===== config.mk =====
export PLATFORM = sky130hd
export DESIGN_NAME = mem_port_arbiter_flat
export DESIGN_NICKNAME = d
export VERILOG_FILES = /design/src/rtl/mem_port_arbiter_pkg.sv /design/src/rtl/mem_port_arbiter_if.sv /design/src/rtl/mem_port_arbiter_mux2to1.sv /design/src/rtl/mem_port_arbiter.sv /design/src/flat_wrapper.sv
export SDC_FILE = /design/constraint.sdc
export NUM_CORES = 1
export LEC_CHECK = 0
export ABC_AREA = 1
export CORE_ASPECT_RATIO = 0.5
export CORE_MARGIN = 5
export CORE_UTILIZATION = 43
export DETAILED_ROUTE_END_ITERATION = 7
export PLACE_DENSITY_LB_ADDON = 0.08
export SYNTH_ARGS = -nofsm -noshare
export SYNTH_HDL_FRONTEND = slang
export SYNTH_SLANG_ARGS = --single-unit

===== constraint.sdc =====
create_clock -name clk -period 1.8 [get_ports clk]
set_clock_uncertainty 0.05 [all_clocks]
set_input_delay 0.36 -clock clk [delete_from_list [all_inputs] [get_ports clk]]
set_output_delay 0.36 -clock clk [all_outputs]
set_load 0.03 [all_outputs]

===== src/rtl/mem_port_arbiter_pkg.sv =====
// Shared types and helpers for the fetch / load-store memory port arbiter.
package mem_port_arbiter_pkg;

  typedef enum logic [1:0] {
    IDLE = 2'd0,
    REQ  = 2'd1,
    WAIT = 2'd2
  } state_t;

  localparam logic PORT_IF = 1'b0;
  localparam logic PORT_LS = 1'b1;

  // Round-robin pick: a lone requester wins, a tie goes to the port not served last.
  function automatic logic arb_grant(input logic [1:0] rv, input logic last);
    case (rv)
      2'b01:   return PORT_IF;
      2'b10:   return PORT_LS;
      default: return ~last;
    endcase
  endfunction

  function automatic logic [1:0] port_onehot(input logic p);
    return p ? 2'b10 : 2'b01;
  endfunction

endpackage


===== src/rtl/mem_port_arbiter_if.sv =====
// Requester and memory-side signals of the shared memory port.
interface mem_port_arbiter_if #(
  parameter int unsigned AW = 32,
  parameter int unsigned DW = 32
);
  logic [1:0]    req_valid;
  logic [1:0]    req_ready;
  logic [AW-1:0] req_addr0;
  logic [AW-1:0] req_addr1;
  logic          req_we1;
  logic [DW-1:0] req_wdata1;
  logic [1:0]    rsp_valid;
  logic          rsp_err;
  logic [DW-1:0] rsp_rdata;
  logic          mem_sel;
  logic          mem_valid;
  logic          mem_ready;
  logic [AW-1:0] mem_addr;
  logic          mem_we;
  logic [DW-1:0] mem_wdata;
  logic          mem_rvalid;
  logic [DW-1:0] mem_rdata;

  // Arbiter view.
  modport slave (
    input  req_valid, req_addr0, req_addr1, req_we1, req_wdata1,
    input  mem_ready, mem_rvalid, mem_rdata,
    output req_ready, rsp_valid, rsp_err, rsp_rdata,
    output mem_sel, mem_valid, mem_addr, mem_we, mem_wdata
  );

  // Requesters plus memory view.
  modport master (
    output req_valid, req_addr0, req_addr1, req_we1, req_wdata1,
    output mem_ready, mem_rvalid, mem_rdata,
    input  req_ready, rsp_valid, rsp_err, rsp_rdata,
    input  mem_sel, mem_valid, mem_addr, mem_we, mem_wdata
  );
endinterface


===== src/rtl/mem_port_arbiter_mux2to1.sv =====
// Plain N-bit 2:1 mux used for the memory address and write-data paths.
module mux2to1 #(
  parameter int unsigned N = 32
) (
  input  logic [N-1:0] in0,
  input  logic [N-1:0] in1,
  input  logic         sel,
  output logic [N-1:0] y
);
  assign y = sel ? in1 : in0;
endmodule


===== src/rtl/mem_port_arbiter.sv =====
// Round-robin arbiter sharing one memory port between fetch (port 0) and load/store (port 1),
// locking each transaction until the memory responds or the watchdog aborts it.
module mem_port_arbiter
  import mem_port_arbiter_pkg::*;
#(
  parameter int unsigned AW      = 32,
  parameter int unsigned DW      = 32,
  parameter int unsigned TIMEOUT = 64
) (
  input logic                clk,
  input logic                reset_n,
  mem_port_arbiter_if.slave  bus
);

  localparam int unsigned CW = $clog2(TIMEOUT);

  state_t        state;
  logic          last;
  logic          sel_q;
  logic          we_q;
  logic [CW-1:0] wd_cnt;
  logic [AW-1:0] addr0_q;
  logic [AW-1:0] addr1_q;
  logic [DW-1:0] wdata1_q;

  logic pend, grant, in_req, in_wait, hit, tmo, done, load;

  assign pend    = |bus.req_valid;
  assign grant   = arb_grant(bus.req_valid, last);
  assign in_req  = (state == REQ);
  assign in_wait = (state == WAIT);
  assign hit     = in_wait & bus.mem_rvalid;
  assign tmo     = in_wait & ~bus.mem_rvalid & (wd_cnt == CW'(TIMEOUT - 1));
  assign done    = hit | tmo;
  assign load    = pend & ((state == IDLE) | done);

  // Request fields are captured at grant so the memory side stays stable through WAIT.
  always_ff @(posedge clk) begin
    if (!reset_n) begin
      state    <= IDLE;
      last     <= 1'b1;
      sel_q    <= PORT_IF;
      we_q     <= 1'b0;
      wd_cnt   <= '0;
      addr0_q  <= '0;
      addr1_q  <= '0;
      wdata1_q <= '0;
    end else begin
      if (load) begin
        sel_q    <= grant;
        last     <= grant;
        we_q     <= grant & bus.req_we1;
        addr0_q  <= bus.req_addr0;
        addr1_q  <= bus.req_addr1;
        wdata1_q <= bus.req_wdata1;
      end
      case (state)
        IDLE: if (pend) state <= REQ;
        REQ: begin
          if (bus.mem_ready) begin
            state  <= WAIT;
            wd_cnt <= '0;
          end
        end
        WAIT: begin
          if (done) state <= pend ? REQ : IDLE;
          else      wd_cnt <= wd_cnt + CW'(1);
        end
        default: state <= IDLE;
      endcase
    end
  end

  mux2to1 #(.N(AW)) u_addr_mux (
    .in0 (addr0_q),
    .in1 (addr1_q),
    .sel (sel_q),
    .y   (bus.mem_addr)
  );

  // Port 0 never writes, so its data leg is tied off.
  mux2to1 #(.N(DW)) u_wdata_mux (
    .in0 ('0),
    .in1 (wdata1_q),
    .sel (sel_q),
    .y   (bus.mem_wdata)
  );

  // Handshake strobes are suppressed while reset is asserted so a dropped transaction never responds.
  assign bus.mem_sel   = sel_q;
  assign bus.mem_we    = we_q;
  assign bus.mem_valid = reset_n & in_req;
  assign bus.req_ready = {2{reset_n & in_req & bus.mem_ready}} & port_onehot(sel_q);
  assign bus.rsp_valid = {2{reset_n & done}} & port_onehot(sel_q);
  assign bus.rsp_err   = reset_n & tmo;
  assign bus.rsp_rdata = hit ? bus.mem_rdata : '0;

endmodule

===== src/flat_wrapper.sv =====
// flat-port wrapper written by rule: the top's interface ports become plain ports
module mem_port_arbiter_flat import mem_port_arbiter_pkg::*;
#(
  parameter int unsigned AW      = 32,
  parameter int unsigned DW      = 32,
  parameter int unsigned TIMEOUT = 64
)
  (clk, reset_n, bus_req_valid, bus_req_addr0, bus_req_addr1, bus_req_we1, bus_req_wdata1, bus_mem_ready, bus_mem_rvalid, bus_mem_rdata, bus_req_ready, bus_rsp_valid, bus_rsp_err, bus_rsp_rdata, bus_mem_sel, bus_mem_valid, bus_mem_addr, bus_mem_we, bus_mem_wdata);
  mem_port_arbiter_if #(.AW(AW), .DW(DW)) bus_i ();
  input logic clk;
  input logic reset_n;
  input wire logic [$bits(bus_i.req_valid)-1:0] bus_req_valid;
  input wire logic [$bits(bus_i.req_addr0)-1:0] bus_req_addr0;
  input wire logic [$bits(bus_i.req_addr1)-1:0] bus_req_addr1;
  input wire logic [$bits(bus_i.req_we1)-1:0] bus_req_we1;
  input wire logic [$bits(bus_i.req_wdata1)-1:0] bus_req_wdata1;
  input wire logic [$bits(bus_i.mem_ready)-1:0] bus_mem_ready;
  input wire logic [$bits(bus_i.mem_rvalid)-1:0] bus_mem_rvalid;
  input wire logic [$bits(bus_i.mem_rdata)-1:0] bus_mem_rdata;
  output wire logic [$bits(bus_i.req_ready)-1:0] bus_req_ready;
  output wire logic [$bits(bus_i.rsp_valid)-1:0] bus_rsp_valid;
  output wire logic [$bits(bus_i.rsp_err)-1:0] bus_rsp_err;
  output wire logic [$bits(bus_i.rsp_rdata)-1:0] bus_rsp_rdata;
  output wire logic [$bits(bus_i.mem_sel)-1:0] bus_mem_sel;
  output wire logic [$bits(bus_i.mem_valid)-1:0] bus_mem_valid;
  output wire logic [$bits(bus_i.mem_addr)-1:0] bus_mem_addr;
  output wire logic [$bits(bus_i.mem_we)-1:0] bus_mem_we;
  output wire logic [$bits(bus_i.mem_wdata)-1:0] bus_mem_wdata;
  assign bus_i.req_valid = bus_req_valid;
  assign bus_i.req_addr0 = bus_req_addr0;
  assign bus_i.req_addr1 = bus_req_addr1;
  assign bus_i.req_we1 = bus_req_we1;
  assign bus_i.req_wdata1 = bus_req_wdata1;
  assign bus_i.mem_ready = bus_mem_ready;
  assign bus_i.mem_rvalid = bus_mem_rvalid;
  assign bus_i.mem_rdata = bus_mem_rdata;
  assign bus_req_ready = bus_i.req_ready;
  assign bus_rsp_valid = bus_i.rsp_valid;
  assign bus_rsp_err = bus_i.rsp_err;
  assign bus_rsp_rdata = bus_i.rsp_rdata;
  assign bus_mem_sel = bus_i.mem_sel;
  assign bus_mem_valid = bus_i.mem_valid;
  assign bus_mem_addr = bus_i.mem_addr;
  assign bus_mem_we = bus_i.mem_we;
  assign bus_mem_wdata = bus_i.mem_wdata;
  mem_port_arbiter #(.AW(AW), .DW(DW), .TIMEOUT(TIMEOUT)) u_core (.clk(clk), .reset_n(reset_n), .bus(bus_i));
endmodule

==> run_results.csv, run 1 <==
group,metric,value,unit
clock_network,cts.sinks,107,
timing,tns,-4610,ps
synthesis,ys_ff_latch,107,
critical_path,worstSetupStartpointType,"register",
critical_path,rr_endpoint,"u_core.addr1_q[19]",
place,port_buffers,238,
critical_path,crit_path_top_delay_cell,"dfxtp_2",
timing,relSlewSlack,69.0,%
critical_path,cp-startpoint,"u_core.wd_cnt[0]",
drt,viasPerCell,4.73,
min_path,hp-start,"reset_n",
run_status,outcome,"finished, violations left",
timing,fin_crit_sh,108,%
drt,drc,0,
critical_path,slowest_delay,370,ps
floorplan,initial_core_util,44.3,%
critical_path,crit_path_max_fanout,3,
run_status,violations,"setup timing",
critical_path,reg2reg_from,"u_core.wd_cnt[0]",
floorplan,fp.dieW,172,um
critical_path,arrival,1540,ps
drt,first_iter_violations,304,
clock_network,cts-root-buf,"clkbuf_16",
min_path,min_path_type,"input port to register",
place,dp_hpwl,12300,um
grt,grt-ovfl-total,0,
power,p_int,4.80,mW
timing,setup_ws,-148,ps
timing,hold_ws,252,ps
final_layout,fill_cells,1074,
power,power_frac_clock,26.7,%
clock_network,htreeDepth,3,
critical_path,rr_worst_depth,10,
final_layout,layout_commonest_cell,"nand2_1",
timing,grt_setup_unrepaired,"true",
power,p_leak,4.57,nW
drt,num_vias,6037,
timing,tightestPinTransition,466,ps
synthesis,yosys_warnings,0,
critical_path,required,1390,ps
synthesis,yosys-top-cells-area,"dfxtp_1 (38%), nand2_1 (17%), nor2_1 (13%), nand3b_1 (13%), inv_1 (4.9%)",
synthesis,synth_top_area_share,37.9,%
final_layout,mostFrequentLayoutCells,"nand2_1 (198), nor2_1 (191), clkdlybuf4s50_1 (132)",
floorplan,core,12800,um2
job,cap_violations,0,
place,gp_congestion,0.886,
drt,drtPass1Iterations,4,
critical_path,path_buf_inv,1,
synthesis,syn_nets,1003,
timing,fmax,513,MHz
timing,hold_viol,0,
critical_path,ff2ff_setup_slack,50,ps
min_path,hold_path_end,"u_core.addr1_q[8]",
synthesis,syn_area,5660,um2
drt,totalWireLength,18200,um
grt,grt_max_degree,101,
clock_network,clock_latency,340,ps
final_layout,drive_above_1_share,25.9,%
power,combinationalPowerShare,33.9,%
synthesis,seq_area_frac_synth,37.9,%
drt,ant_nets,0,
clock_network,numCtsBuffers,9,
final_layout,num_antenna_cells,0,
power,irDropWorstVdd,0.000475,V
clock_network,cts.path.max_buffers,2,
critical_path,endpoint_kind,"primary output",
grt,grt_use_total,21.0,%
grt,antenna_found_initial,0,
grt,grt_pass1_vias,5650,
clock_network,ctsHoldBuffers,0,
critical_path,path_class,"register to primary output",
floorplan,rows,29,
timing,setup_violations,68,
final_layout,finalNetCount,1239,
min_path,hold_depth,3,
floorplan,chipHeight,91.1,um
grt,grt_pass1_wl,27300,um
floorplan,ios,239,
floorplan,die-area,15700,um2
synthesis,avgSynthCellArea,6.54,um2
clock_network,cts_tree,"yes",
timing,fin_crit,1950,ps
power,power_frac_seq,39.4,%
drt,routedWlPerCell,14.3,um
final_layout,areaGrowthSynthToFinish,61.8,%
critical_path,path_cells,"ha_4 -> nand3_4 -> nor2_2 -> nand2_1 -> nand2_1 -> nand2_2 -> nor2_2 -> buf_6",
power,sw_frac_of_total,33.1,%
synthesis,ys_types,27,
power,netSwitchingPower,2.38,mW
synthesis,synth_top_area_cell,"dfxtp_1",
timing,slew_viol_final,0,
clock_network,clkTransAtPathRegs,70,ps
critical_path,critPathTopFamily,"simple AND/OR/NAND/NOR gates",
power,p_per_area,785,nW/um2
synthesis,syn_inst,865,
## flip-flops by register name (all words and copies together) (netlist names)
register            count
u_core.wdata1_q        32
u_core.state            2
u_core.last             1
u_core.addr0_q         32
u_core.wd_cnt           6
u_core.addr1_q         32
u_core.bus.mem_we       1
u_core.bus.mem_sel      1
## worst reg2reg max path: stages, from the launching register on
cell	delay [ps]
dfxtp_2	370
ha_4	160
nand3_4	100
nor2_2	110
nand2_1	70
buf_4	140
nand3_4	130
buf_12	250
nand3b_1	150
nand2_1	70
nor2_1	50
## synthesized netlist by cell type, drive strengths merged
master,n
nand2,255
nor2,244
dfxtp,107
nand3b,97
inv,78
clkbuf,33
buf,23
nand3,14
a21oi,4
ha,3
nor3b,2
clkinv,1
o211a,1
o21a,1
o22ai,1
or2,1
## power by group through the flow
stage	Sequential, mW	Combinational, mW	Clock [mW]
finish	2.83	2.43	1.92
global route	2.86	2.65	2.06
CTS	2.79	2.12	1.96
detailed placement	2.84	2.10	0
global placement	2.83	2.07	0
floorplan	2.81	1.28	0
## how the worst max path moves through the flow
stage,end,slack [ps],depth (start not counted)
floorplan,bus_req_ready[1],-120,4
global placement,u_core.wdata1_q[28],-220,9
detailed placement,u_core.wdata1_q[26],-270,9
CTS,bus_rsp_valid[0],-170,8
global route,bus_rsp_valid[0],-230,8
finish,bus_rsp_valid[0],-150,8
## per-stage QoR
| step | setup WS (ps) | instances | area [um2] | power [mW] | utilization (%) |
|---|---|---|---|---|---|
| 3_3_place_gp | -216 | 1246 | 8090 | 4.90 | 63.3 |
| 3_5_place_dp | -270 | 1246 | 8090 | 4.94 | 63.3 |
| 2_1_floorplan | -116 | 865 | 5660 | 4.09 | - |
| 5_1_grt | -228 | 1276 | 9150 | 7.56 | 71.7 |
| 4_1_cts | -170 | 1265 | 8440 | 6.87 | 66.0 |
| 6_report | -148 | 1276 | 9150 | 7.18 | 71.7 |
## per-layer routing
| layer | vias up | routed length [um] | track usage (%) |
|---|---|---|---|
| li1 | 3083 | - | - |
| met1 | 2755 | 7600 | 25.7 |
| met2 | 179 | 8970 | 36.9 |
| met3 | 20 | 1370 | 6.29 |
| met4 | 0 | 302 | 4.45 |
| met5 | - | 0 | 0 |
## kinds of logic after synthesis
logic type,after synthesis,share of synthesized area (%)
simple gates,613,50.1
compound gates,7,0.774
flops,107,37.9
fa+ha+maj,3,0.664
buf+inv,135,10.6
## repair_timing
action,4_1_cts,5_1_grt
setup endpoints to repair,46,144
resized for setup,14,149
pin swaps,2,9
setup buffers,3,4
cloned,0,7
## final cells by class
type	instances	area (um2)	area share, %
Sequential cell	107	2150	23.5
Inverter	79	315	3.44
Timing Repair Buffer	280	2880	31.5
Clock buffer	11	243	2.65
Tap cell	170	213	2.32
Multi-Input combinational cell	623	3300	36.0
Timing Repair inverter	1	6.26	0.0684
Clock inverter	5	46.3	0.506
(Power assumes the default switching activity.)
==> run 2: changes to the inputs <==
- CTS_CLUSTER_DIAMETER: default -> 30
==> results of run 2 <==
No change in the layout: final DEF, timing and power equal those of run 1.
==> run 3: changes to the inputs <==
- GPL_ROUTABILITY_DRIVEN: default -> 0
==> results of run 3 <==
No change in the layout: final DEF, timing and power equal those of run 1.
